## config.mk

```make
export PLATFORM = sky130hd
export DESIGN_NAME = mem_port_arbiter_flat
export DESIGN_NICKNAME = d
export VERILOG_FILES = /design/src/rtl/mem_port_arbiter_if.sv /design/src/rtl/mem_port_arbiter.sv /design/src/flat_wrapper.sv
export SDC_FILE = /design/constraint.sdc
export NUM_CORES = 1
export LEC_CHECK = 0
export ABC_AREA = 0
export BUFFER_PORTS_ARGS = -buffer_cell sky130_fd_sc_hd__buf_2
export CORE_MARGIN = 2
export CORE_UTILIZATION = 45
export DETAILED_ROUTE_END_ITERATION = 6
export MAX_ROUTING_LAYER = met4
export PLACE_DENSITY = 0.83
export SLEW_MARGIN = 20
export SYNTH_ARGS = -nofsm -noshare
export SYNTH_HDL_FRONTEND = slang
export SYNTH_SLANG_ARGS = --single-unit
```

## constraint.sdc

```tcl
create_clock -name clk -period 4.75 [get_ports clk]
set_input_delay 0.2375 -clock clk [delete_from_list [all_inputs] [get_ports clk]]
set_output_delay 0.2375 -clock clk [all_outputs]
set_load 0.01 [all_outputs]
```

## src/rtl/mem_port_arbiter_if.sv

```systemverilog
// mem_port_arbiter_if: fetch, data and memory-side signals of the shared memory port
interface mem_port_arbiter_if #(parameter int AW = 32, parameter int DW = 32);
  logic          if_req;
  logic [AW-1:0] if_addr;
  logic [DW-1:0] if_rdata;
  logic          if_done;
  logic          d_req;
  logic          d_we;
  logic [AW-1:0] d_addr;
  logic [DW-1:0] d_wdata;
  logic [DW/8-1:0] d_wstrb;
  logic [DW-1:0] d_rdata;
  logic          d_done;
  logic          err;
  logic          mem_req;
  logic          mem_we;
  logic [AW-1:0] mem_addr;
  logic [DW-1:0] mem_wdata;
  logic [DW/8-1:0] mem_wstrb;
  logic [DW-1:0] mem_rdata;
  logic          mem_ready;
  modport slave (
    input  if_req, if_addr, d_req, d_we, d_addr, d_wdata, d_wstrb, mem_rdata, mem_ready,
    output if_rdata, if_done, d_rdata, d_done, err, mem_req, mem_we, mem_addr, mem_wdata, mem_wstrb
  );
  modport master (
    output if_req, if_addr, d_req, d_we, d_addr, d_wdata, d_wstrb, mem_rdata, mem_ready,
    input  if_rdata, if_done, d_rdata, d_done, err, mem_req, mem_we, mem_addr, mem_wdata, mem_wstrb
  );
endinterface

```

## src/rtl/mem_port_arbiter.sv

```systemverilog
// mem_port_arbiter: shares one memory port between fetch and data, data-priority with fetch anti-starvation and a watchdog
module mem_port_arbiter #(
  parameter int AW          = 32,
  parameter int DW          = 32,
  parameter int MAX_DSTREAK = 4,
  parameter int TIMEOUT     = 16
) (
  input logic clk,
  input logic reset,
  mem_port_arbiter_if.slave bus
);
  localparam int SW = $clog2(MAX_DSTREAK + 1);
  localparam int TW = $clog2(TIMEOUT + 1);
  typedef enum logic [1:0] {IDLE, BUSY_I, BUSY_D, RESP} state_t;
  state_t state_q, state_d;
  logic [SW-1:0] streak_q, streak_d;
  logic [TW-1:0] tmo_q, tmo_d;
  logic mem_req_q, mem_req_d, mem_we_q, mem_we_d;
  logic [AW-1:0] mem_addr_q, mem_addr_d;
  logic [DW-1:0] mem_wdata_q, mem_wdata_d;
  logic [DW/8-1:0] mem_wstrb_q, mem_wstrb_d;
  logic if_done_q, if_done_d, d_done_q, d_done_d, err_q, err_d;
  logic [DW-1:0] if_rdata_q, if_rdata_d, d_rdata_q, d_rdata_d, rd;
  logic gnt_d, gnt_i, fin;
  assign gnt_d = bus.d_req && !(bus.if_req && streak_q == SW'(MAX_DSTREAK));
  assign gnt_i = bus.if_req && !gnt_d;
  // a ready on the final watchdog cycle still counts as a normal completion
  assign fin   = bus.mem_ready || tmo_q == TW'(TIMEOUT - 1);
  assign rd    = bus.mem_ready ? bus.mem_rdata : '0;
  always_comb begin
    state_d     = state_q;
    streak_d    = streak_q;
    tmo_d       = tmo_q;
    mem_req_d   = mem_req_q;
    mem_we_d    = mem_we_q;
    mem_addr_d  = mem_addr_q;
    mem_wdata_d = mem_wdata_q;
    mem_wstrb_d = mem_wstrb_q;
    if_done_d   = 1'b0;
    d_done_d    = 1'b0;
    err_d       = 1'b0;
    if_rdata_d  = if_rdata_q;
    d_rdata_d   = d_rdata_q;
    case (state_q)
      IDLE: if (gnt_d || gnt_i) begin
        state_d     = gnt_d ? BUSY_D : BUSY_I;
        streak_d    = (gnt_d && bus.if_req) ? streak_q + 1'b1 : '0;
        tmo_d       = '0;
        mem_req_d   = 1'b1;
        mem_we_d    = gnt_d && bus.d_we;
        mem_addr_d  = gnt_d ? bus.d_addr : bus.if_addr;
        mem_wdata_d = gnt_d ? bus.d_wdata : '0;
        mem_wstrb_d = gnt_d ? bus.d_wstrb : '0;
      end
      BUSY_I, BUSY_D: if (fin) begin
        state_d    = RESP;
        mem_req_d  = 1'b0;
        err_d      = !bus.mem_ready;
        if_done_d  = state_q == BUSY_I;
        d_done_d   = state_q == BUSY_D;
        if_rdata_d = state_q == BUSY_I ? rd : if_rdata_q;
        d_rdata_d  = state_q == BUSY_D ? rd : d_rdata_q;
      end else
        tmo_d = tmo_q + 1'b1;
      default: state_d = IDLE;
    endcase
  end
  always_ff @(posedge clk or posedge reset)
    if (reset) begin
      state_q     <= IDLE;
      streak_q    <= '0;
      tmo_q       <= '0;
      mem_req_q   <= 1'b0;
      mem_we_q    <= 1'b0;
      mem_addr_q  <= '0;
      mem_wdata_q <= '0;
      mem_wstrb_q <= '0;
      if_done_q   <= 1'b0;
      d_done_q    <= 1'b0;
      err_q       <= 1'b0;
      if_rdata_q  <= '0;
      d_rdata_q   <= '0;
    end else begin
      state_q     <= state_d;
      streak_q    <= streak_d;
      tmo_q       <= tmo_d;
      mem_req_q   <= mem_req_d;
      mem_we_q    <= mem_we_d;
      mem_addr_q  <= mem_addr_d;
      mem_wdata_q <= mem_wdata_d;
      mem_wstrb_q <= mem_wstrb_d;
      if_done_q   <= if_done_d;
      d_done_q    <= d_done_d;
      err_q       <= err_d;
      if_rdata_q  <= if_rdata_d;
      d_rdata_q   <= d_rdata_d;
    end
  assign bus.mem_req   = mem_req_q;
  assign bus.mem_we    = mem_we_q;
  assign bus.mem_addr  = mem_addr_q;
  assign bus.mem_wdata = mem_wdata_q;
  assign bus.mem_wstrb = mem_wstrb_q;
  assign bus.if_done   = if_done_q;
  assign bus.d_done    = d_done_q;
  assign bus.err       = err_q;
  assign bus.if_rdata  = if_rdata_q;
  assign bus.d_rdata   = d_rdata_q;
endmodule
```

## src/flat_wrapper.sv

```systemverilog
// flat-port wrapper written by rule: the top's interface ports become plain ports
module mem_port_arbiter_flat 
#(
  parameter int AW          = 32,
  parameter int DW          = 32,
  parameter int MAX_DSTREAK = 4,
  parameter int TIMEOUT     = 16
)
  (clk, reset, bus_if_req, bus_if_addr, bus_d_req, bus_d_we, bus_d_addr, bus_d_wdata, bus_d_wstrb, bus_mem_rdata, bus_mem_ready, bus_if_rdata, bus_if_done, bus_d_rdata, bus_d_done, bus_err, bus_mem_req, bus_mem_we, bus_mem_addr, bus_mem_wdata, bus_mem_wstrb);
  mem_port_arbiter_if #(.AW(AW), .DW(DW)) bus_i ();
  input logic clk;
  input logic reset;
  input wire logic [$bits(bus_i.if_req)-1:0] bus_if_req;
  input wire logic [$bits(bus_i.if_addr)-1:0] bus_if_addr;
  input wire logic [$bits(bus_i.d_req)-1:0] bus_d_req;
  input wire logic [$bits(bus_i.d_we)-1:0] bus_d_we;
  input wire logic [$bits(bus_i.d_addr)-1:0] bus_d_addr;
  input wire logic [$bits(bus_i.d_wdata)-1:0] bus_d_wdata;
  input wire logic [$bits(bus_i.d_wstrb)-1:0] bus_d_wstrb;
  input wire logic [$bits(bus_i.mem_rdata)-1:0] bus_mem_rdata;
  input wire logic [$bits(bus_i.mem_ready)-1:0] bus_mem_ready;
  output wire logic [$bits(bus_i.if_rdata)-1:0] bus_if_rdata;
  output wire logic [$bits(bus_i.if_done)-1:0] bus_if_done;
  output wire logic [$bits(bus_i.d_rdata)-1:0] bus_d_rdata;
  output wire logic [$bits(bus_i.d_done)-1:0] bus_d_done;
  output wire logic [$bits(bus_i.err)-1:0] bus_err;
  output wire logic [$bits(bus_i.mem_req)-1:0] bus_mem_req;
  output wire logic [$bits(bus_i.mem_we)-1:0] bus_mem_we;
  output wire logic [$bits(bus_i.mem_addr)-1:0] bus_mem_addr;
  output wire logic [$bits(bus_i.mem_wdata)-1:0] bus_mem_wdata;
  output wire logic [$bits(bus_i.mem_wstrb)-1:0] bus_mem_wstrb;
  assign bus_i.if_req = bus_if_req;
  assign bus_i.if_addr = bus_if_addr;
  assign bus_i.d_req = bus_d_req;
  assign bus_i.d_we = bus_d_we;
  assign bus_i.d_addr = bus_d_addr;
  assign bus_i.d_wdata = bus_d_wdata;
  assign bus_i.d_wstrb = bus_d_wstrb;
  assign bus_i.mem_rdata = bus_mem_rdata;
  assign bus_i.mem_ready = bus_mem_ready;
  assign bus_if_rdata = bus_i.if_rdata;
  assign bus_if_done = bus_i.if_done;
  assign bus_d_rdata = bus_i.d_rdata;
  assign bus_d_done = bus_i.d_done;
  assign bus_err = bus_i.err;
  assign bus_mem_req = bus_i.mem_req;
  assign bus_mem_we = bus_i.mem_we;
  assign bus_mem_addr = bus_i.mem_addr;
  assign bus_mem_wdata = bus_i.mem_wdata;
  assign bus_mem_wstrb = bus_i.mem_wstrb;
  mem_port_arbiter #(.AW(AW), .DW(DW), .MAX_DSTREAK(MAX_DSTREAK), .TIMEOUT(TIMEOUT)) u_core (.clk(clk), .reset(reset), .bus(bus_i));
endmodule
```

==> key figures, run 1 <==
Synthesis
  • Ys async rst share: 1.00
  • Synthesized instance count: 565
  • Net Count, Synth: 711
  • Simple-gate area share of the yosys netlist: 0.147
  • Most frequent cell after synthesis: dfrtp_1
  • Yosys warns: 0
  • Post-synth EDFFs: 0
  • Largest family of logic cells by synthesized area: compound AO/OA/AOI/OAI gates
  • Synth top area share: 0.624
  • Post-Synth XOR/XNOR Area: 0
  • Synth Area in Adders: 0.0170
  • Post-synthesis compound-gate area fraction: 0.173
  • Mapped cell area: 5890 µm²
  • Sequential fraction of the synthesis area: 0.624
  • FF+latch count, synth: 147
  • Proportion of synthesized area in mux cells: 0.00170
  • Syn avg cell area: 10.4 µm²
  • Area leader, netlist: dfrtp_1
  • Ranking of synthesized cells by area: dfrtp_1, a22o_1, nand2_1, a21oi_1, nand3_1
  • Synth cell types: 28
  • Commonest register cell after synthesis: dfrtp_1
  • Synth top cells by count: dfrtp_1, nand2_1, a21oi_1, a22o_1, nand3_1

Timing
  • Final worst path period share: 0.536
  • Worst slew pin tran: 1.09 ns
  • RSZ-0062 raised after global routing: false
  • Fin crit period: 2.55 ns
  • Setup violations, final: 0
  • Fmax achieved: 0.393 GHz
  • Post-Route Skew: 0.00744 ns
  • Post-Route Setup TNS: 0 ns
  • Hold Violations, Final: 0
  • Relative slew slack: 0.272
  • Hold_ws: 0.00790 ns
  • Slew Limit Fails: 0

Route
  • DR vias/cell: 5.31
  • Initial DRC Count: 548
  • Routed wire per std cell: 16.6 µm
  • Drt pass-1 iters: 5
  • Residual DRC count: 0
  • Post-DRT Antenna Nets: 0
  • Final wirelength: 16700 µm
  • Routed via count: 5337

Die
  • Starting Density: 0.463
  • Die X: 118 µm
  • Vert. Die Dim: 118 µm
  • DIE AREA: 14000 µm²
  • Core Footprint: 12700 µm²
  • Core Rows: 41
  • I/O pin total: 275

Clocking
  • Hold Buf Count CTS: 0
  • Skew-Pair Late Insertion Delay: 0.41 ns
  • CTS tree: yes
  • Setup bufs post-CTS: 0
  • Root Driver: clkbuf_16
  • CTS clk-pin slew, worst paths: 0.06 ns
  • Clk sink count: 147
  • H-tree depth: 4
  • Post-CTS Resized: 0
  • CTS Buf Count: 17
  • Clock buffer depth: 2

Placed design
  • Hpwl dp: 11300 µm
  • Buffers on Ports: 274
  • Global placement routability congestion: 0.838

Finish
  • Fin util: 0.625
  • Layout Nets: 965
  • Area grow syn2layout: 35.0%
  • Share of layout cells above drive strength 1: 0.381

GRT
  • Vias in the first global route: 5125
  • Initial antenna violation count: 2
  • First-pass GRT wire length: 26300 µm
  • Largest net degree at the start of global routing: 104
  • Total Routing Usage GR: 0.244
  • Grt ovf: 0

Critical path
  • Max FO, Critical Path: 45
  • Setup CP Type: flip-flop to flip-flop
  • Worst Path Required: 5.09 ns
  • CP Capture Type: flip-flop
  • Worst setup SP type: flip-flop
  • Crit path arrival time: 2.88 ns

Job
  • Max-cap violations: 0

Min path
  • Worst min path class: input port to asynchronous set/reset pin

Power and ir drop
  • Maximum vdd drop: 0.347 mV
  • Lkg Pwr: 4.32 nW
  • Pwr dens: 708 nW/µm²

Outcome
  • Status: finished clean
==> report_power, final <==
group	switching [mW]	internal, mW	leakage [nW]
combinational	1.24	0.886	2.22
clock	0.515	0.825	0.275
sequential	0.331	1.83	1.83
==> layer usage <==
metal / vias to the layer above / global-route usage / share of wire
li1: 2466 / - / -
met1: 2595 / 0.298 / 0.41
met5: - / - / 0
met3: 17 / 0.0594 / 0.077
met4: 0 / 0.103 / 0.017
met2: 259 / 0.390 / 0.50
==> stage by stage <==
stage | power (mW) | setup WS (ns) | instances | area, µm²
5_1_grt | 5.99 | 1.98 | 1006 | 7960
3_3_place_gp | 4.24 | 2.24 | 972 | 7350
4_1_cts | 5.67 | 2.12 | 1004 | 7950
3_5_place_dp | 4.29 | 2.19 | 972 | 7350
2_1_floorplan | 3.39 | 0.561 | 565 | 5890
6_report | 5.63 | 2.20 | 1006 | 7960
==> path summary, 6_finish.rpt <==
| path | start | end | slack, ns | cells after the start |
|---|---|---|---|---|
| min reg2reg | u_core.bus.mem_wdata[31]$_DFFE_PP0P_ | u_core.bus.mem_wdata[31]$_DFFE_PP0P_ | 0.46 | 2 |
| max | u_core.state_q[0]$_DFFE_PP0P_ | u_core.bus.mem_wdata[21]$_DFFE_PP0P_ | 2.20 | 6 |
| max in group asynchronous | reset | u_core.bus.mem_wdata[14]$_DFFE_PP0P_ | 3.55 | 3 |
| min | reset | u_core.bus.mem_wdata[2]$_DFFE_PP0P_ | 0.008 | 2 |
| min in group clk | bus_mem_ready | u_core.bus.err$_DFF_PP0_ | 0.04 | 2 |
| max reg2reg | u_core.state_q[0]$_DFFE_PP0P_ | u_core.bus.mem_wdata[21]$_DFFE_PP0P_ | 2.20 | 6 |
==> sequential cells by signal, summed over array words and instances (netlist names) <==
name / flops
u_core.bus.d_done: 1
u_core.bus.d_rdata: 32
u_core.bus.err: 1
u_core.bus.if_done: 1
u_core.bus.if_rdata: 32
u_core.bus.mem_addr: 32
u_core.bus.mem_req: 1
u_core.bus.mem_wdata: 32
u_core.bus.mem_we: 1
u_core.bus.mem_wstrb: 4
u_core.state_q: 2
u_core.streak_q: 3
u_core.tmo_q: 5
==> layout by cell type (no fill, tap or decap) <==
master,netlist,layout
clkinvlp_4,0,5
clkbuf_16,0,17
a41oi_1,1,1
nand3_1,41,41
ha_1,8,8
or2_1,1,1
a21o_1,1,1
dfrtp_1,147,147
o31ai_1,2,2
clkinv_4,0,1
o211ai_2,1,1
and3_1,3,3
nor3b_1,1,1
nor2b_4,0,1
a32o_1,1,1
bufinv_16,0,3
nor2_1,37,37
a22o_1,65,65
inv_1,9,8
clkbuf_1,24,2
inv_6,0,2
o21ai_4,0,1
o211ai_1,1,1
o21ai_0,8,8
nand2_1,117,115
o22ai_1,1,1
or4_1,1,1
clkinv_2,0,3
buf_2,19,274
mux2i_1,1,1
nand2_2,0,2
nand3b_1,1,1
nand4_1,2,2
and2_2,0,3
a21oi_1,67,67
buf_4,0,4
diode_2,0,2
==> cell families after synthesis <==
family | after synthesis
flip-flops | 147
buffers and inverters | 52
AND/OR/NAND/NOR | 208
adder cells (fa/ha/maj) | 8
AO/OA/AOI/OAI | 149
multiplexers | 1
==> critical path: stages, from the launching register on <==
cell	delay [ns]
dfrtp_1	0.41
inv_1	0.09
ha_1	0.37
nor2b_4	0.93
buf_4	0.44
nand3_1	0.12
nand2_1	0.11
==> layout make-up <==
cell class              instances  area (µm²)
inverters                       9        38.8
fillers                      1062        4770
well taps                     172         215
clock inverters                13         160
flip-flops and latches        147        3680
repair buffers                278        1400
diodes                          2        5.00
multi-input cells             366        2020
clock buffers                  19         433
No activity file was read; power rests on OpenSTA's default activity.
==> run 2, diff against run 1 <==
--- a/config.mk
+++ b/config.mk
@@ -8,10 +8,10 @@
 export ABC_AREA = 0
 export BUFFER_PORTS_ARGS = -buffer_cell sky130_fd_sc_hd__buf_2
 export CORE_MARGIN = 2
-export CORE_UTILIZATION = 45
+export CORE_UTILIZATION = 42
 export DETAILED_ROUTE_END_ITERATION = 6
 export MAX_ROUTING_LAYER = met4
-export PLACE_DENSITY = 0.83
+export PLACE_DENSITY = 0.81
 export SLEW_MARGIN = 20
 export SYNTH_ARGS = -nofsm -noshare
 export SYNTH_HDL_FRONTEND = slang
==> constraint.sdc (replaced) <==
create_clock -name clk -period 2.1 [get_ports clk]
set_input_delay 0.105 -clock clk [delete_from_list [all_inputs] [get_ports clk]]
set_output_delay 0.105 -clock clk [all_outputs]
set_load 0.01 [all_outputs]
==> key figures, run 2 (synthesis gave the netlist of run 1 again) <==
Outcome
  • Status: complete, but fails checks (was finished clean)
  • Failing checks: design-rule violations

Timing
  • Final worst path period share: 0.917 (was 0.536)
  • Post-Route Setup TNS: 0 ns (unchanged)
  • Setup violations, final: 0 (unchanged)
  • Slew Limit Fails: 0 (unchanged)
  • Relative slew slack: 0.679 (was 0.272)
  • Fin crit period: 1.93 ns (was 2.55 ns)
  • Worst slew pin tran: 0.482 ns (was 1.09 ns)
  • Fmax achieved: 0.519 GHz (was 0.393 GHz)
  • Post-Route Skew: 0.00860 ns (was 0.00744 ns)
  • Hold_ws: 0.0594 ns (was 0.00790 ns)
  • Hold Violations, Final: 0 (unchanged)
  • RSZ-0062 raised after global routing: false (unchanged)
  • PnR worst setup slack: 0.174 ns (was 2.20 ns)

Placed design
  • Hpwl dp: 11600 µm (was 11300 µm)
  • Setup WS pre-CTS: 0.185 ns (was 2.19 ns)
  • Buffers on Ports: 274 (unchanged)
  • Global placement routability congestion: 0.840 (was 0.838)
  • Cell area after placement: 7530 µm² (was 7350 µm²)

Finish
  • Finished layout cell area: 9460 µm² (was 7960 µm²)
  • Most frequent cells in the layout: buf_2, dfrtp_1, dlygate4sd3_1 (was buf_2, dfrtp_1, nand2_1)
  • Most common cell after layout, fill and taps aside: buf_2 (unchanged)
  • FF+latch area: 3680 µm² (unchanged)
  • Fill count: 905 (was 1062)
  • Area taken by multi-input logic gates: 2020 µm² (about the same)
  • Area grow syn2layout: 60.6% (was 35.0%)
  • Layout Nets: 1112 (was 965)
  • Share of layout cells above drive strength 1: 0.330 (was 0.381)

GRT
  • Largest net degree at the start of global routing: 71 (was 104)
  • Vias in the first global route: 6312 (was 5125)
  • Total Routing Usage GR: 0.298 (was 0.244)
  • Initial antenna violation count: 3 (was 2)
  • First-pass GRT wire length: 33000 µm (was 26300 µm)
  • Grt ovf: 0 (unchanged)

Clocking
  • CTS Buf Count: 17 (unchanged)
  • CTS clk-pin slew, worst paths: 0.06 ns (about the same)
  • Skew-Pair Late Insertion Delay: 0.42 ns (was 0.41 ns)
  • CTS tree: yes (unchanged)
  • Post-CTS Resized: 0 (unchanged)
  • Root Driver: clkbuf_16 (unchanged)
  • Clk sink count: 147 (unchanged)
  • Clock buffer depth: 2 (unchanged)
  • H-tree depth: 4 (unchanged)

Route
  • Initial DRC Count: 519 (was 548)
  • Routed via count: 6368 (was 5337)
  • Final wirelength: 21800 µm (was 16700 µm)
  • Drt pass-1 iters: 7 (was 5)
  • Post-DRT Antenna Nets: 0 (unchanged)
  • Residual DRC count: 3 (was 0)
  • DR vias/cell: 5.48 (was 5.31)
  • Routed wire per std cell: 18.8 µm (was 16.6 µm)

Critical path
  • Flop2flop setup slack: 0.17 ns (was 2.20 ns)
  • R2R Path End: u_core.bus.d_rdata[30]$_DFFE_PP0P_ (was u_core.bus.mem_wdata[21]$_DFFE_PP0P_)
  • CP max-delay cell: dfrtp_1 (was nor2b_4)
  • Crit path arrival time: 2.27 ns (was 2.88 ns)
  • Worst Path Required: 2.45 ns (was 5.09 ns)
  • Worst path bufs/invs: 1 (was 2)
  • Delay-heaviest family, CP: simple AND/OR/NAND/NOR gates (unchanged)
  • CP Capture Type: flip-flop (unchanged)
  • Reg2reg start: u_core.tmo_q[0]$_DFFE_PP0P_ (was u_core.state_q[0]$_DFFE_PP0P_)
  • Worst setup SP type: flip-flop (unchanged)
  • Worst path cell trace: ha_1, and3_1, ha_1, or2_1, nand2_1, buf_12, a22o_1 (was inv_1, ha_1, nor2b_4, buf_4, nand3_1, nand2_1)
  • Reg2reg path depth: 7 (was 6)
  • Max FO, Critical Path: 32 (was 45)
  • Setup CP Type: flip-flop to flip-flop (unchanged)
  • Most used cell, CP: ha_1
  • Slowest stage delay, CP: 0.42 ns (was 0.93 ns)

Power and ir drop
  • Total power: 13.3 mW (was 5.63 mW)
  • Maximum vdd drop: 0.783 mV (was 0.347 mV)
  • Pwr dens: 1410 nW/µm² (was 708 nW/µm²)
  • Lkg Pwr: 4.97 nW (was 4.32 nW)

Die
  • Core Rows: 43 (was 41)
  • Starting Density: 0.428 (was 0.463)
  • I/O pin total: 275 (unchanged)
  • DIE AREA: 15000 µm² (was 14000 µm²)
  • Vert. Die Dim: 122 µm (was 118 µm)
  • Core Footprint: 13800 µm² (was 12700 µm²)
  • Die X: 122 µm (was 118 µm)

Min path
  • Hold depth: 2
  • Worst Hold Launch: bus_d_req
  • Worst min path class: input port to flip-flop (was input port to asynchronous set/reset pin)
  • Min-Delay Endpoint: u_core.streak_q[2]$_DFFE_PP0P_

Job
  • Max-cap violations: 0 (unchanged)
==> run 2: cell count changes in the layout (fill, tap and decap cells not counted), sizes merged <==
cell,delta
buf,+11
bufinv,-1
clkinvlp,-1
diode,+1
dlygate4sd3,+136
inv,+1
==> run 2: stage by stage <==
step | std cells | util
after global placement | 991 | 0.547
after floorplan | 565 | -
after global routing | 1161 | 0.687
after CTS | 1158 | 0.687
after detailed placement | 991 | 0.547
final | 1161 | 0.687
==> run 2: power by group <==
group | internal, mW | switching, mW
clock network | 1.75 | 1.19
logic | 2.28 | 3.13
registers | 4.15 | 0.825
total | 8.18 | 5.15
==> run 2: worst max-delay path by stage <==
stage,start,end,slack [ns],cells past startpoint
finish,u_core.tmo_q[0]$_DFFE_PP0P_,u_core.bus.d_rdata[30]$_DFFE_PP0P_,0.17,7
CTS,u_core.tmo_q[0]$_DFFE_PP0P_,u_core.bus.d_rdata[30]$_DFFE_PP0P_,0.18,7
floorplan,reset,u_core.bus.d_done$_DFF_PP0_,0.15,1
detailed placement,u_core.tmo_q[0]$_DFFE_PP0P_,u_core.tmo_q[4]$_DFFE_PP0P_,0.18,6
global route,u_core.tmo_q[0]$_DFFE_PP0P_,u_core.state_q[0]$_DFFE_PP0P_,0.01,8
global placement,u_core.tmo_q[0]$_DFFE_PP0P_,u_core.tmo_q[4]$_DFFE_PP0P_,0.25,6
==> run 2: cell type report <==
| cell class | instances | area share |
|---|---|---|
| flip-flops and latches | 147 | 0.389 |
| repair buffers | 425 | 0.310 |
| multi-input cells | 366 | 0.213 |
| clock buffers | 19 | 0.0457 |
| well taps | 180 | 0.0238 |
| clock inverters | 12 | 0.0140 |
| inverters | 9 | 0.00397 |
| diodes | 3 | 0.000793 |
==> run 2: repair_timing <==
| action | CTS | global route |
|---|---|---|
| buffers inserted | 0 | 0 |
| endpoints found under the hold margin | 150 | 0 |
| hold buffers | 136 | 0 |
==> run 2: routing by layer <==
metal | vias up | global-route usage | part of all wire
met5 | - | - | 0
met4 | 0 | 0.176 | 0.056
met3 | 109 | 0.0874 | 0.10
met2 | 495 | 0.472 | 0.48
met1 | 3006 | 0.335 | 0.36
li1 | 2758 | - | -
==> run 3, diff against run 2 <==
==> constraint.sdc (replaced) <==
create_clock -name clk -period 1.6 [get_ports clk]
set_input_delay 0.08 -clock clk [delete_from_list [all_inputs] [get_ports clk]]
set_output_delay 0.08 -clock clk [all_outputs]
set_load 0.01 [all_outputs]
==> key figures, run 3 (synthesis gave the netlist of run 1 again) <==
Job
  • Max-cap violations: 0 (unchanged)

Power and ir drop
  • Maximum vdd drop: 1.01 mV (was 0.783 mV)
  • Pwr dens: 1870 nW/µm² (was 1410 nW/µm²)
  • Lkg Pwr: 5.27 nW (was 4.97 nW)

Min path
  • Min-Delay Endpoint: u_core.streak_q[2]$_DFFE_PP0P_ (unchanged)
  • Worst Hold Launch: bus_d_req (unchanged)
  • Hold depth: 2 (unchanged)
  • Worst min path class: input port to flip-flop (unchanged)

Placed design
  • Hpwl dp: 12100 µm (was 11600 µm)
  • Buffers on Ports: 274 (unchanged)
  • Global placement routability congestion: 0.851 (was 0.840)
  • DP Cell Count: 1014 (was 991)

Critical path
  • Setup CP Type: flip-flop to flip-flop (unchanged)
  • Reg2reg path depth: 8 (was 7)
  • CP Capture Type: flip-flop (unchanged)
  • CP Launch Point: u_core.tmo_q[0]$_DFFE_PP0P_ (unchanged)
  • Slowest stage delay, CP: 0.39 ns (was 0.42 ns)
  • Delay-heaviest family, CP: simple AND/OR/NAND/NOR gates (unchanged)
  • CP max-delay cell: dfrtp_1 (unchanged)
  • Worst path cell trace: ha_2, and3_4, ha_4, or2_4, buf_6, nand2_8, buf_12, a22o_1 (was ha_1, and3_1, ha_1, or2_1, nand2_1, buf_12, a22o_1)
  • R2R Path End: u_core.bus.d_rdata[21]$_DFFE_PP0P_ (was u_core.bus.d_rdata[30]$_DFFE_PP0P_)
  • Flop2flop setup slack: -0.17 ns (was 0.17 ns)
  • Crit path arrival time: 2.10 ns (was 2.27 ns)
  • Worst Path Required: 1.94 ns (was 2.45 ns)
  • Worst path bufs/invs: 2 (was 1)
  • Worst setup SP type: flip-flop (unchanged)
  • Reg2reg start: u_core.tmo_q[0]$_DFFE_PP0P_ (unchanged)
  • Max FO, Critical Path: 8 (was 32)

Die
  • Core Footprint: 13800 µm² (unchanged)
  • I/O pin total: 275 (unchanged)
  • Starting Density: 0.428 (unchanged)
  • DIE AREA: 15000 µm² (unchanged)
  • Core Rows: 43 (unchanged)
  • Vert. Die Dim: 122 µm (unchanged)
  • Die X: 122 µm (unchanged)

Timing
  • RSZ-0062 raised after global routing: true (was false)
  • Fin crit period: 1.77 ns (was 1.93 ns)
  • PnR worst setup slack: -0.168 ns (was 0.174 ns)
  • Slew Limit Fails: 0 (unchanged)
  • Final worst path period share: 1.11 (was 0.917)
  • Setup violations, final: 75 (was 0)
  • Relative slew slack: 0.657 (was 0.679)
  • Hold_ws: 0.0649 ns (was 0.0594 ns)
  • Post-Route Skew: 0.0128 ns (was 0.00860 ns)
  • Worst slew pin tran: 0.515 ns (was 0.482 ns)
  • Fmax achieved: 0.565 GHz (was 0.519 GHz)
  • Hold Violations, Final: 0 (unchanged)

GRT
  • Initial antenna violation count: 1 (was 3)
  • Total Routing Usage GR: 0.307 (was 0.298)
  • Largest net degree at the start of global routing: 65 (was 71)
  • Vias in the first global route: 6552 (was 6312)
  • First-pass GRT wire length: 33900 µm (was 33000 µm)
  • Grt ovf: 0 (unchanged)

Finish
  • Share of layout cells above drive strength 1: 0.378 (was 0.330)
  • Most frequent cells in the layout: buf_2, dfrtp_1, dlygate4sd3_1 (unchanged)
  • Layout Nets: 1152 (was 1112)
  • Area grow syn2layout: 72.5% (was 60.6%)
  • Most common cell after layout, fill and taps aside: buf_2 (unchanged)
  • Non-filler cells, final: 1200 (was 1161)

Clocking
  • CTS tree: yes (unchanged)
  • H-tree depth: 4 (unchanged)
  • CTS Buf Count: 17 (unchanged)
  • Skew-Pair Late Insertion Delay: 0.42 ns (about the same)
  • Clock buffer depth: 2 (unchanged)
  • CTS clk-pin slew, worst paths: 0.06 ns (about the same)
  • Clk sink count: 147 (unchanged)
  • Root Driver: clkbuf_16 (unchanged)

Route
  • Final wirelength: 25100 µm (was 21800 µm)
  • Residual DRC count: 6 (was 3)
  • Routed wire per std cell: 20.9 µm (was 18.8 µm)
  • Post-DRT Antenna Nets: 0 (unchanged)
  • Initial DRC Count: 672 (was 519)
  • Routed via count: 6811 (was 6368)
  • Drt pass-1 iters: 7 (unchanged)
  • DR vias/cell: 5.68 (was 5.48)

Outcome
  • Failing checks: design-rule violations, negative setup slack (was design-rule violations)
  • Status: complete, but fails checks (unchanged)
==> run 3: changes by cell type in the layout (fill, tap and decap cells not counted), moves of 4 or more <==
cell	before	now
buf_4	8	23
buf_6	0	9
a21oi_1	67	63
clkbuf_16	17	23
ha_1	8	4
o21ai_1	0	5
o21ai_0	8	3
buf_12	7	12
==> run 3: where the power goes <==
group	switching (mW)	leakage, nW	internal, mW
Combinational	4.68	3.18	3.86
Sequential	1.15	1.83	5.44
Clock	1.71	0.262	2.19
Total	7.54	5.27	11.5
==> run 3: how the worst max path moves through the flow <==
stage | end | slack, ns | cells after the start
3_5_place_dp | u_core.bus.d_rdata[17]$_DFFE_PP0P_ | -0.16 | 8
4_1_cts | u_core.bus.if_rdata[4]$_DFFE_PP0P_ | -0.12 | 8
6_report | u_core.bus.d_rdata[21]$_DFFE_PP0P_ | -0.17 | 8
3_3_place_gp | u_core.bus.d_rdata[10]$_DFFE_PP0P_ | -0.11 | 8
2_1_floorplan | u_core.bus.d_done$_DFF_PP0_ | -0.33 | 1
5_1_grt | u_core.bus.d_rdata[21]$_DFFE_PP0P_ | -0.21 | 8
==> run 3: per-layer routing <==
metal  GRT usage  share of wire  routed length [µm]
met1       0.346           0.34                8570
met2       0.488           0.49               12400
met3      0.0702          0.097                2430
met4       0.205          0.067                1680
met5           -              0                   0
==> run 3: layout make-up <==
cell class                 instances  area (µm²)
sequential                       147        3680
fill                             803        3610
timing repair buffer             464        3480
multi-input combinational        367        2160
clock buffer                      18         429
tap                              180         225
clock inverter                    14         144
inverter                           9        37.5
antenna                            1        2.50
==> run 3: worst reg2reg max path: cells and delay by family (launching register included) <==
kind,cells,cell delay [ns]
compound gates,1,0.17
fa+ha+maj,2,0.34
buf+inv,2,0.28
flops,1,0.39
simple gates,3,0.52
==> run 3: repair_timing <==
action | in CTS | in global routing
hold buffers | 136 | 0
buffers inserted | 0 | 5
endpoints found under the hold margin | 282 | 0
endpoints found under the setup margin | 77 | 144
gates cloned | 3 | 9
gates resized for setup | 11 | 25
pin swaps | 4 | 8
==> run 3: stage by stage <==
stage / setup TNS [ns] / setup slack [ns] / cell area [µm²] / power, mW / util
after floorplan: -51.38 / -0.327 / 5990 / 10.2 / -
after global placement: -6.30 / -0.111 / 7780 / 13.1 / 0.565
after detailed placement: -9.27 / -0.165 / 7780 / 13.3 / 0.565
after CTS: -7.46 / -0.122 / 9830 / 17.7 / 0.714
after global routing: -13.68 / -0.215 / 10200 / 19.9 / 0.738
final: -8.25 / -0.168 / 10200 / 19.0 / 0.738
